File: config.mk
export PLATFORM = sky130hd
export DESIGN_NAME = uart_rx_16x_flat
export DESIGN_NICKNAME = d
export VERILOG_FILES = /design/src/rtl/uart_pkg.sv /design/src/rtl/uart_rx_16x_if.sv /design/src/rtl/sync_2ff.sv /design/src/rtl/uart_rx_16x.sv /design/src/flat_wrapper.sv
export SDC_FILE = /design/constraint.sdc
export NUM_CORES = 1
export LEC_CHECK = 0
export CORE_MARGIN = 2
export CORE_UTILIZATION = 45
export CTS_BUF_LIST = sky130_fd_sc_hd__clkbuf_16
export DETAILED_ROUTE_END_ITERATION = 6
export GPL_TIMING_DRIVEN = 0
export PLACE_DENSITY = 0.69
export SLEW_MARGIN = 5
export SYNTH_ARGS = -nofsm -noshare
export SYNTH_HDL_FRONTEND = slang
export SYNTH_HIERARCHICAL = 1
export SYNTH_SLANG_ARGS = --single-unit
File: constraint.sdc
create_clock -name clk -period 2.6 [get_ports clk]
set_clock_uncertainty 0.2 [all_clocks]
set_input_delay 0.52 -clock clk [delete_from_list [all_inputs] [get_ports clk]]
set_output_delay 0.52 -clock clk [all_outputs]
set_load 0.02 [all_outputs]
File: src/rtl/uart_pkg.sv
// Shared UART definitions: frame FSM encoding and 16x oversampling constants.
// No logic; used by both the receiver and the transmitter.
package uart_pkg;

    localparam int OVERSAMPLE   = 16;
    localparam int SAMPLE_POINT = 7;

    typedef enum logic [2:0] {
        IDLE   = 3'd0,
        START  = 3'd1,
        DATA   = 3'd2,
        PARITY = 3'd3,
        STOP   = 3'd4
    } uart_state_t;

endpackage

File: src/rtl/uart_rx_16x_if.sv
// Received-word valid/ready channel plus its error qualifiers and overrun strobe.
// master = receiver side, slave = consumer side.
interface uart_rx_16x_if #(
    parameter int DATA_BITS = 8
);
    logic [DATA_BITS-1:0] rx_data;
    logic                 rx_valid;
    logic                 rx_ready;
    logic                 parity_err;
    logic                 frame_err;
    logic                 overrun_err;

    modport master (
        output rx_data, rx_valid, parity_err, frame_err, overrun_err,
        input  rx_ready
    );

    modport slave (
        input  rx_data, rx_valid, parity_err, frame_err, overrun_err,
        output rx_ready
    );
endinterface

File: src/rtl/sync_2ff.sv
// Generic 2-flop synchronizer for one async input; latency 2 clk.
// No backpressure; RESET_VAL sets the idle level the flops reset to.
module sync_2ff #(
    parameter logic RESET_VAL = 1'b0
) (
    input  logic clk,
    input  logic rst_n,
    input  logic i_d,
    output logic o_q
);
    logic r_meta;
    logic r_sync;

    always_ff @(posedge clk or negedge rst_n) begin
        if (!rst_n) begin
            r_meta <= RESET_VAL;
            r_sync <= RESET_VAL;
        end else begin
            r_meta <= i_d;
            r_sync <= r_meta;
        end
    end

    assign o_q = r_sync;
endmodule

File: src/rtl/uart_rx_16x.sv
// UART receiver, 16x oversampled; rx_valid rises 1 clk after the final stop-bit centre sample.
// Word held until rx_ready; a frame finishing while the word is still held is dropped with an overrun pulse.
module uart_rx_16x
    import uart_pkg::*;
#(
    parameter int DATA_BITS  = 8,
    parameter int PARITY_EN  = 0,
    parameter int PARITY_ODD = 0,
    parameter int STOP_BITS  = 1
) (
    input  logic          clk,
    input  logic          rst_n,
    input  logic          tick_16x,
    input  logic          rx,
    output logic          busy,
    uart_rx_16x_if.master rx_if
);
    localparam int TW = $clog2(OVERSAMPLE);

    uart_state_t          r_state;
    uart_state_t          w_state_nxt;
    logic [TW-1:0]        r_tick_cnt;
    logic [3:0]           r_bit_cnt;
    logic [DATA_BITS-1:0] r_shift;
    logic [DATA_BITS-1:0] r_data;
    logic                 r_par_err_q;
    logic                 r_frame_err_q;
    logic                 r_done;
    logic                 r_valid;
    logic                 r_par_err;
    logic                 r_frame_err;
    logic                 r_overrun;
    logic                 w_rx_s;
    logic                 w_sample;
    logic                 w_last_data;
    logic                 w_last_stop;
    logic                 w_accept;

    sync_2ff #(.RESET_VAL(1'b1)) u_sync (
        .clk   (clk),
        .rst_n (rst_n),
        .i_d   (rx),
        .o_q   (w_rx_s)
    );

    assign w_sample    = tick_16x && (r_tick_cnt == TW'(SAMPLE_POINT));
    assign w_last_data = (r_bit_cnt == 4'(DATA_BITS - 1));
    assign w_last_stop = (r_bit_cnt == 4'(STOP_BITS - 1));
    assign w_accept    = r_valid && rx_if.rx_ready;

    always_comb begin
        w_state_nxt = r_state;
        case (r_state)
            IDLE:    if (tick_16x && !w_rx_s) w_state_nxt = START;
            START:   if (w_sample) w_state_nxt = w_rx_s ? IDLE : DATA;
            DATA:    if (w_sample && w_last_data) w_state_nxt = (PARITY_EN != 0) ? PARITY : STOP;
            PARITY:  if (w_sample) w_state_nxt = STOP;
            STOP:    if (w_sample && w_last_stop) w_state_nxt = IDLE;
            default: w_state_nxt = IDLE;
        endcase
    end

    always_ff @(posedge clk or negedge rst_n) begin
        if (!rst_n) r_state <= IDLE;
        else        r_state <= w_state_nxt;
    end

    // tick_cnt is parked at 0 in IDLE, so the start-detect tick becomes tick 0 of the start bit
    always_ff @(posedge clk or negedge rst_n) begin
        if (!rst_n) begin
            r_tick_cnt    <= '0;
            r_bit_cnt     <= '0;
            r_shift       <= '0;
            r_par_err_q   <= 1'b0;
            r_frame_err_q <= 1'b0;
            r_done        <= 1'b0;
        end else begin
            r_done <= 1'b0;
            if (tick_16x) begin
                if (r_state == IDLE) r_tick_cnt <= '0;
                else                 r_tick_cnt <= r_tick_cnt + 1'b1;
            end
            if (w_sample) begin
                case (r_state)
                    START: begin
                        r_bit_cnt     <= '0;
                        r_par_err_q   <= 1'b0;
                        r_frame_err_q <= 1'b0;
                    end
                    DATA: begin
                        r_shift   <= {w_rx_s, r_shift[DATA_BITS-1:1]};
                        r_bit_cnt <= w_last_data ? 4'd0 : r_bit_cnt + 1'b1;
                    end
                    PARITY: r_par_err_q <= ((^r_shift) ^ w_rx_s) != (PARITY_ODD != 0);
                    STOP: begin
                        if (!w_rx_s) r_frame_err_q <= 1'b1;
                        r_bit_cnt <= r_bit_cnt + 1'b1;
                        if (w_last_stop) r_done <= 1'b1;
                    end
                    default: ;
                endcase
            end
        end
    end

    // Same-clk accept and delivery reloads the register without dropping rx_valid
    always_ff @(posedge clk or negedge rst_n) begin
        if (!rst_n) begin
            r_data      <= '0;
            r_valid     <= 1'b0;
            r_par_err   <= 1'b0;
            r_frame_err <= 1'b0;
            r_overrun   <= 1'b0;
        end else begin
            r_overrun <= 1'b0;
            if (r_done) begin
                if (!r_valid || w_accept) begin
                    r_data      <= r_shift;
                    r_par_err   <= r_par_err_q;
                    r_frame_err <= r_frame_err_q;
                    r_valid     <= 1'b1;
                end else begin
                    r_overrun <= 1'b1;
                end
            end else if (w_accept) begin
                r_valid <= 1'b0;
            end
        end
    end

    assign busy              = (r_state != IDLE);
    assign rx_if.rx_data     = r_data;
    assign rx_if.rx_valid    = r_valid;
    assign rx_if.parity_err  = r_par_err;
    assign rx_if.frame_err   = r_frame_err;
    assign rx_if.overrun_err = r_overrun;
endmodule
File: src/flat_wrapper.sv
// flat-port wrapper written by rule: the top's interface ports become plain ports
module uart_rx_16x_flat import uart_pkg::*;
#(
    parameter int DATA_BITS  = 8,
    parameter int PARITY_EN  = 0,
    parameter int PARITY_ODD = 0,
    parameter int STOP_BITS  = 1
)
  (clk, rst_n, tick_16x, rx, busy, rx_if_rx_data, rx_if_rx_valid, rx_if_parity_err, rx_if_frame_err, rx_if_overrun_err, rx_if_rx_ready);
  uart_rx_16x_if #(.DATA_BITS(DATA_BITS)) rx_if_i ();
  input  logic clk;
  input  logic rst_n;
  input  logic tick_16x;
  input  logic rx;
  output logic busy;
  output wire logic [$bits(rx_if_i.rx_data)-1:0] rx_if_rx_data;
  output wire logic [$bits(rx_if_i.rx_valid)-1:0] rx_if_rx_valid;
  output wire logic [$bits(rx_if_i.parity_err)-1:0] rx_if_parity_err;
  output wire logic [$bits(rx_if_i.frame_err)-1:0] rx_if_frame_err;
  output wire logic [$bits(rx_if_i.overrun_err)-1:0] rx_if_overrun_err;
  input wire logic [$bits(rx_if_i.rx_ready)-1:0] rx_if_rx_ready;
  assign rx_if_rx_data = rx_if_i.rx_data;
  assign rx_if_rx_valid = rx_if_i.rx_valid;
  assign rx_if_parity_err = rx_if_i.parity_err;
  assign rx_if_frame_err = rx_if_i.frame_err;
  assign rx_if_overrun_err = rx_if_i.overrun_err;
  assign rx_if_i.rx_ready = rx_if_rx_ready;
  uart_rx_16x #(.DATA_BITS(DATA_BITS), .PARITY_EN(PARITY_EN), .PARITY_ODD(PARITY_ODD), .STOP_BITS(STOP_BITS)) u_core (.clk(clk), .rst_n(rst_n), .tick_16x(tick_16x), .rx(rx), .busy(busy), .rx_if(rx_if_i));
endmodule
==> qor.txt, run 1 <==
First DRT Iteration DRCs: 89
DP Area: 1947 sq um
mean area per synthesized cell: 12.11 sq um
Tot GR Track Use: 16.59%
Reg clk slew, reported paths: 50 ps
1st-pass router iterations: 4
asr flop ratio synth: 100.0%
Hold Violations, Final: 0
area of the multi-input gates: 759.5 sq um
max incr delay on CP: 450 ps
worst-path fanout max: 10
Netlist cell types: 41
Root Buffer: clkbuf_16
NumNets Final: 174
Synth Area in Simple Gates: 12.72%
most frequent cells in the layout: dfrtp_1 (34), mux2_2 (19), clkdlybuf4s50_1 (14)
Via Count: 1129
gpl congestion: 0.7650
Achievable Freq: 448.6 MHz
yosys warns: 6
worst setup path class: register to output port
P per Cell Area: 730.6 nW/um^2
Post-DP HPWL: 2094 um
Die Width: 66.04 um
RSZ-0062 raised after global routing: false
WHS: 128.0 ps
vias in the first global route: 1127
post-synthesis xor/xnor area fraction: 4.841%
vias per cell: 5.251
ANT nets after route: 0
Layout area overhead: 20.81%
clock latency on the worst-skew pair: 280 ps
CP required: 1880 ps
layout cells sized above 1: 24.55%
Die ar.: 4361 sq um
wire length of the first global-routing pass: 5299 um
HP Class: primary input to asynchronous set/reset pin
final setup TNS: 0 ps
CP Capture Type: output port
CTS Buf Count: 5
Slowest-stage cell, CP: dfrtp_1
critical path cell sequence: buf_4 -> nor3_2 -> inv_1 -> dlymetal6s2s_1
max_cap viols: 0
antenna cells: 0
deepest clock path buffer count: 2
largest family of logic cells by synthesized area: multiplexers
Cell Rows: 22
Reg area: 903.4 sq um
Seq cells post-synth: 36
WL final: 3028 um
TritonCTS Sinks: 36
Leakage: 0.0009742 uW
Adder-Cell Fraction of Synth Area: 2.168%
total gr overflow: 0
Core ar.: 3689 sq um
mux cell area share after synthesis: 12.93%
largest net degree at the start of global routing: 37
Fill cells: 322
Synth Cell Area: 1732 sq um
Synth Area in Compound Gates: 10.91%
Slew Limit Fails: 0
Max IR drop VDD: 433.0 uV
# DRC: 0
Starting Density: 46.95%
slew at the pin with the worst max-slew slack: 786.9 ps
kind of start point of the critical path: register
relative max-transition margin: 47.54%
Die Height: 66.04 um
number of I/O pins: 18
Primary FF master, synth: dfrtp_1
H-tree levels: 2
Finish-stage setup viols: 0
WP data arrival: 1510 ps
r2r worst-path depth: 5
post-CTS setup buffer count: 0
fin area: 2092 sq um
sequential area share after synthesis: 52.17%
Synth Instances: 143
Post-synth EDFFs: 0
Core Util, Final: 56.72%
final period utilization: 85.74%
status: completed
Power Total: 1528 uW
Final min period: 2229 ps
commonest non-fill, non-tap cell in the layout: dfrtp_1
post-DR wirelength/cell: 14.08 um
initial antenna violation count: 0
Syn Nets: 151
port bufs: 16
CTS tree: yes
worst max-delay path: cells and delay by family (launching register included):
family	cells	cell delay [ps]
simple gates	1	250
flops	1	450
buf+inv	3	530
metal layers:
metal,global-route usage (%),share of wire (%),up-vias
li1,-,-,548
met1,20.64,45,555
met2,26.64,50,22
met3,5.281,4.0,4
met4,6.888,1.3,0
met5,0,0,-
registers in the layout, indices dropped and copies added (netlist names):
name / flops
u_core/r_shift: 8
u_core/rx_if.rx_data: 8
u_core/r_bit_cnt: 4
u_core/r_tick_cnt: 4
u_core/r_state: 3
u_core/r_done: 1
u_core/r_frame_err_q: 1
u_core/r_par_err_q: 1
u_core/rx_if.frame_err: 1
u_core/rx_if.overrun_err: 1
u_core/rx_if.parity_err: 1
u_core/rx_if.rx_valid: 1
u_core/u_sync/o_q: 1
u_core/u_sync/r_meta: 1
where the power goes:
group	switching, uW	total [uW]	internal, uW	leakage, uW
sequential	65.8	679	614	0.000478
combinational	186	303	117	0.000420
clock	201	546	345	0.0000762
total	453	1530	1080	0.000974
layout make-up:
type	count	area share [%]
buffer	6	2.093
clock buffer	5	5.981
clock inverter	3	0.5981
inverter	8	1.435
multi-input combinational	93	36.30
sequential	36	43.18
tap	48	2.871
timing repair buffer	16	7.536
stage by stage:
| stage | worst slack, ps | instances |
|---|---|---|
| 3_5_place_dp | 227.7 | 207 |
| 4_1_cts | 28.36 | 215 |
| 6_report | 370.8 | 215 |
| 2_1_floorplan | 836.7 | 143 |
| 5_1_grt | 268.0 | 215 |
| 3_3_place_gp | 80.01 | 207 |
final timing paths:
kind,startpoint,to,slack (ps)
max reg2reg,u_core/r_tick_cnt[0],u_core/r_shift[1],770
min reg2reg,u_core/u_sync/r_meta,u_core/u_sync/o_q,160
max,u_core/r_state[1],busy,370
max in group asynchronous,rst_n,u_core/rx_if.parity_err,1570
min,rst_n,u_core/rx_if.rx_data[0],130
min in group clk,u_core/u_sync/r_meta,u_core/u_sync/o_q,160
synthesized netlist by cell type, types with 2 or more instances:
library cell	number	area share, %
mux2_2	19	12
a21oi_1	5	1.4
inv_1	8	1.7
nor3_1	3	0.87
ha_1	3	2.2
dfrtp_1	34	49
nand2b_1	5	1.8
o21ai_0	8	2.3
dfstp_2	2	3.0
nand2_1	9	2.0
o22ai_1	2	0.72
nand3_1	3	0.87
xnor2_1	4	2.0
o31ai_1	3	1.3
nor2_1	6	1.3
buf_6	2	1.3
xor2_1	3	1.5
repair_timing:
item | in CTS | in global routing
hold buffers | 0 | 0
gates cloned | 0 | 0
resized for setup | 1 | 1
setup endpoints to repair | 1 | 1
cells by family after synthesis:
kind of cell / count (synthesis)
xor+xnor: 8
fa+ha+maj: 3
flops: 36
buf+inv: 14
compound gates: 26
mux: 20
simple gates: 36
Note: power is estimated with default switching activity, not from simulation.
==> run 2: changes to the inputs <==
- CAP_MARGIN: default -> 5
- MAX_ROUTING_LAYER: default -> met4
==> run 2 against run 1 <==
Compared with the run above:
- combinational power hardly changed
- sequential share of layout area is the same
- hold slack improved by 1.0 ps
- die area unchanged
- global-route usage rose by 0.41 points
- final area stayed put
==> qor.txt, run 2 (synthesis results as in run 1) <==
slew at the pin with the worst max-slew slack: 790.8 ps (+3.882 ps)
placed cells: 207 (unchanged)
Hold Violations, Final: 0 (unchanged)
post-DR wirelength/cell: 14.04 um (-0.33%)
WL final: 3018 um (-0.33%)
CTS tree: yes
First DRT Iteration DRCs: 99 (+11%)
H-tree levels: 2 (unchanged)
Tot GR Track Use: 17.00% (+0.41 points)
Post-DP HPWL: 2094 um (unchanged)
max_cap viols: 0 (unchanged)
Via Count: 1128 (-0.089%)
total gr overflow: 0 (unchanged)
port bufs: 16 (unchanged)
post-CTS setup buffer count: 0 (unchanged)
kind of start point of the critical path: register
P per Cell Area: 730.6 nW/um^2 (about the same)
vias in the first global route: 1125 (-0.18%)
sw frac: 29.62% (about the same)
Clock power frac: 35.8% (about the same)
wire length of the first global-routing pass: 5306 um (+0.13%)
Core ar.: 3689 sq um (unchanged)
total internal power: 1076 uW (about the same)
Achievable Freq: 447.4 MHz (-0.26%)
Fill cells: 322 (unchanged)
worst setup margin: 365.1 ps (-5.740 ps)
Die Height: 66.04 um (unchanged)
commonest non-fill, non-tap cell in the layout: dfrtp_1
Root Buffer: clkbuf_16
Layout area overhead: 20.81% (unchanged)
r2r worst-path depth: 5 (unchanged)
Slew Limit Fails: 0 (unchanged)
Leakage: 0.0009742 uW (unchanged)
Final min period: 2235 ps (+5.740 ps)
largest net degree at the start of global routing: 37 (unchanged)
r2r endpoint: u_core/r_shift[1]
CP Capture Type: output port
Finish-stage setup viols: 0 (unchanged)
number of I/O pins: 18 (unchanged)
Max IR drop VDD: 430.5 uV (-0.56%)
# DRC: 0 (unchanged)
layout cells sized above 1: 24.55% (unchanged)
gpl congestion: 0.7752 (+1.3%)
non-filler cells in the finished layout: 215 (unchanged)
Cell Rows: 22 (unchanged)
clock latency on the worst-skew pair: 280 ps (about the same)
1st-pass router iterations: 6 (+2)
initial antenna violation count: 0 (unchanged)
CTS Buf Count: 5 (unchanged)
worst-path fanout max: 10 (unchanged)
vias per cell: 5.247 (about the same)
Die ar.: 4361 sq um (unchanged)
Starting Density: 46.95% (unchanged)
worst setup path class: register to output port
CP required: 1880 ps (about the same)
Die Width: 66.04 um (unchanged)
antenna cells: 0 (unchanged)
Sw Pwr: 452.7 uW (about the same)
final setup TNS: 0 ps (unchanged)
Reg clk slew, reported paths: 50 ps (about the same)
final period utilization: 85.96% (+0.22 points)
TritonCTS Sinks: 36 (unchanged)
R2R Path Start: u_core/r_tick_cnt[0]
cts hold-fix bufs: 0 (unchanged)
DP Worst Slack: 227.7 ps (unchanged)
HP Class: primary input to asynchronous set/reset pin
flop2flop setup slack: 760 ps (about the same)
Power Total: 1528 uW (about the same)
combinational share of power: 19.8% (about the same)
WP data arrival: 1510 ps (about the same)
deepest clock path buffer count: 2 (unchanged)
sequential power share: 44.4% (about the same)
status: completed
RSZ-0062 raised after global routing: false
NumNets Final: 174 (unchanged)
relative max-transition margin: 47.28% (-0.26 points)
most frequent cells in the layout: dfrtp_1 (34), mux2_2 (19), clkdlybuf4s50_1 (14)
ANT nets after route: 0 (unchanged)
[run 2: routing by layer]
layer | up-vias | share of wire, % | track usage, %
met1 | 557 | 45 | 20.42
li1 | 549 | - | -
met5 | - | 0 | -
met4 | 0 | 1.3 | 6.888
met3 | 4 | 3.5 | 5.281
met2 | 18 | 50 | 26.77
[run 2: how the worst max path moves through the flow]
stage	startpoint	cells after the start	end
finish	u_core/r_state[1]	4	busy
global route	u_core/r_state[1]	4	busy
CTS	u_core/r_state[1]	4	busy
detailed placement	u_core/r_state[1]	4	busy
global placement	rst_n	1	u_core/r_bit_cnt[1]
floorplan	u_core/r_state[1]	3	busy
[run 2: per-stage QoR]
| step | area [sq um] | hold WS (ps) | util, % |
|---|---|---|---|
| 4_1_cts | 2090 | 153.5 | 56.65 |
| 3_5_place_dp | 1947 | 155.8 | 52.78 |
| 2_1_floorplan | 1732 | 24.41 | - |
| 6_report | 2092 | 129.0 | 56.72 |
| 5_1_grt | 2092 | 162.1 | 56.72 |
| 3_3_place_gp | 1952 | 151.5 | 52.92 |
[run 2: area by class of cell]
| type | instances | area, sq um | share of cell area [%] |
|---|---|---|---|
| Sequential cell | 36 | 903.4 | 43.18 |
| Multi-Input combinational cell | 93 | 759.5 | 36.30 |
| Buffer | 6 | 43.79 | 2.093 |
| Inverter | 8 | 30.03 | 1.435 |
| Tap cell | 48 | 60.06 | 2.871 |
| Clock inverter | 3 | 12.51 | 0.5981 |
| Clock buffer | 5 | 125.1 | 5.981 |
| Timing Repair Buffer | 16 | 157.7 | 7.536 |
[run 2: worst max-delay path, stage by stage (launching register included)]
cell            delay, ps
dfrtp_1               450
buf_4                 210
nor3_2                260
inv_1                 100
dlymetal6s2s_1        220
[run 2: what timing repair did]
item / 4_1_cts / 5_1_grt
setup endpoints to repair: 1 / 1
gates resized for setup: 1 / 1
pin swaps: 0 / 0
[run 2: power by group through the flow]
stage / combinational, uW / sequential [uW] / clock [uW]
finish: 303 / 679 / 547
global route: 341 / 688 / 594
CTS: 305 / 677 / 572
detailed placement: 298 / 686 / 0
global placement: 285 / 679 / 0
floorplan: 224 / 669 / 0
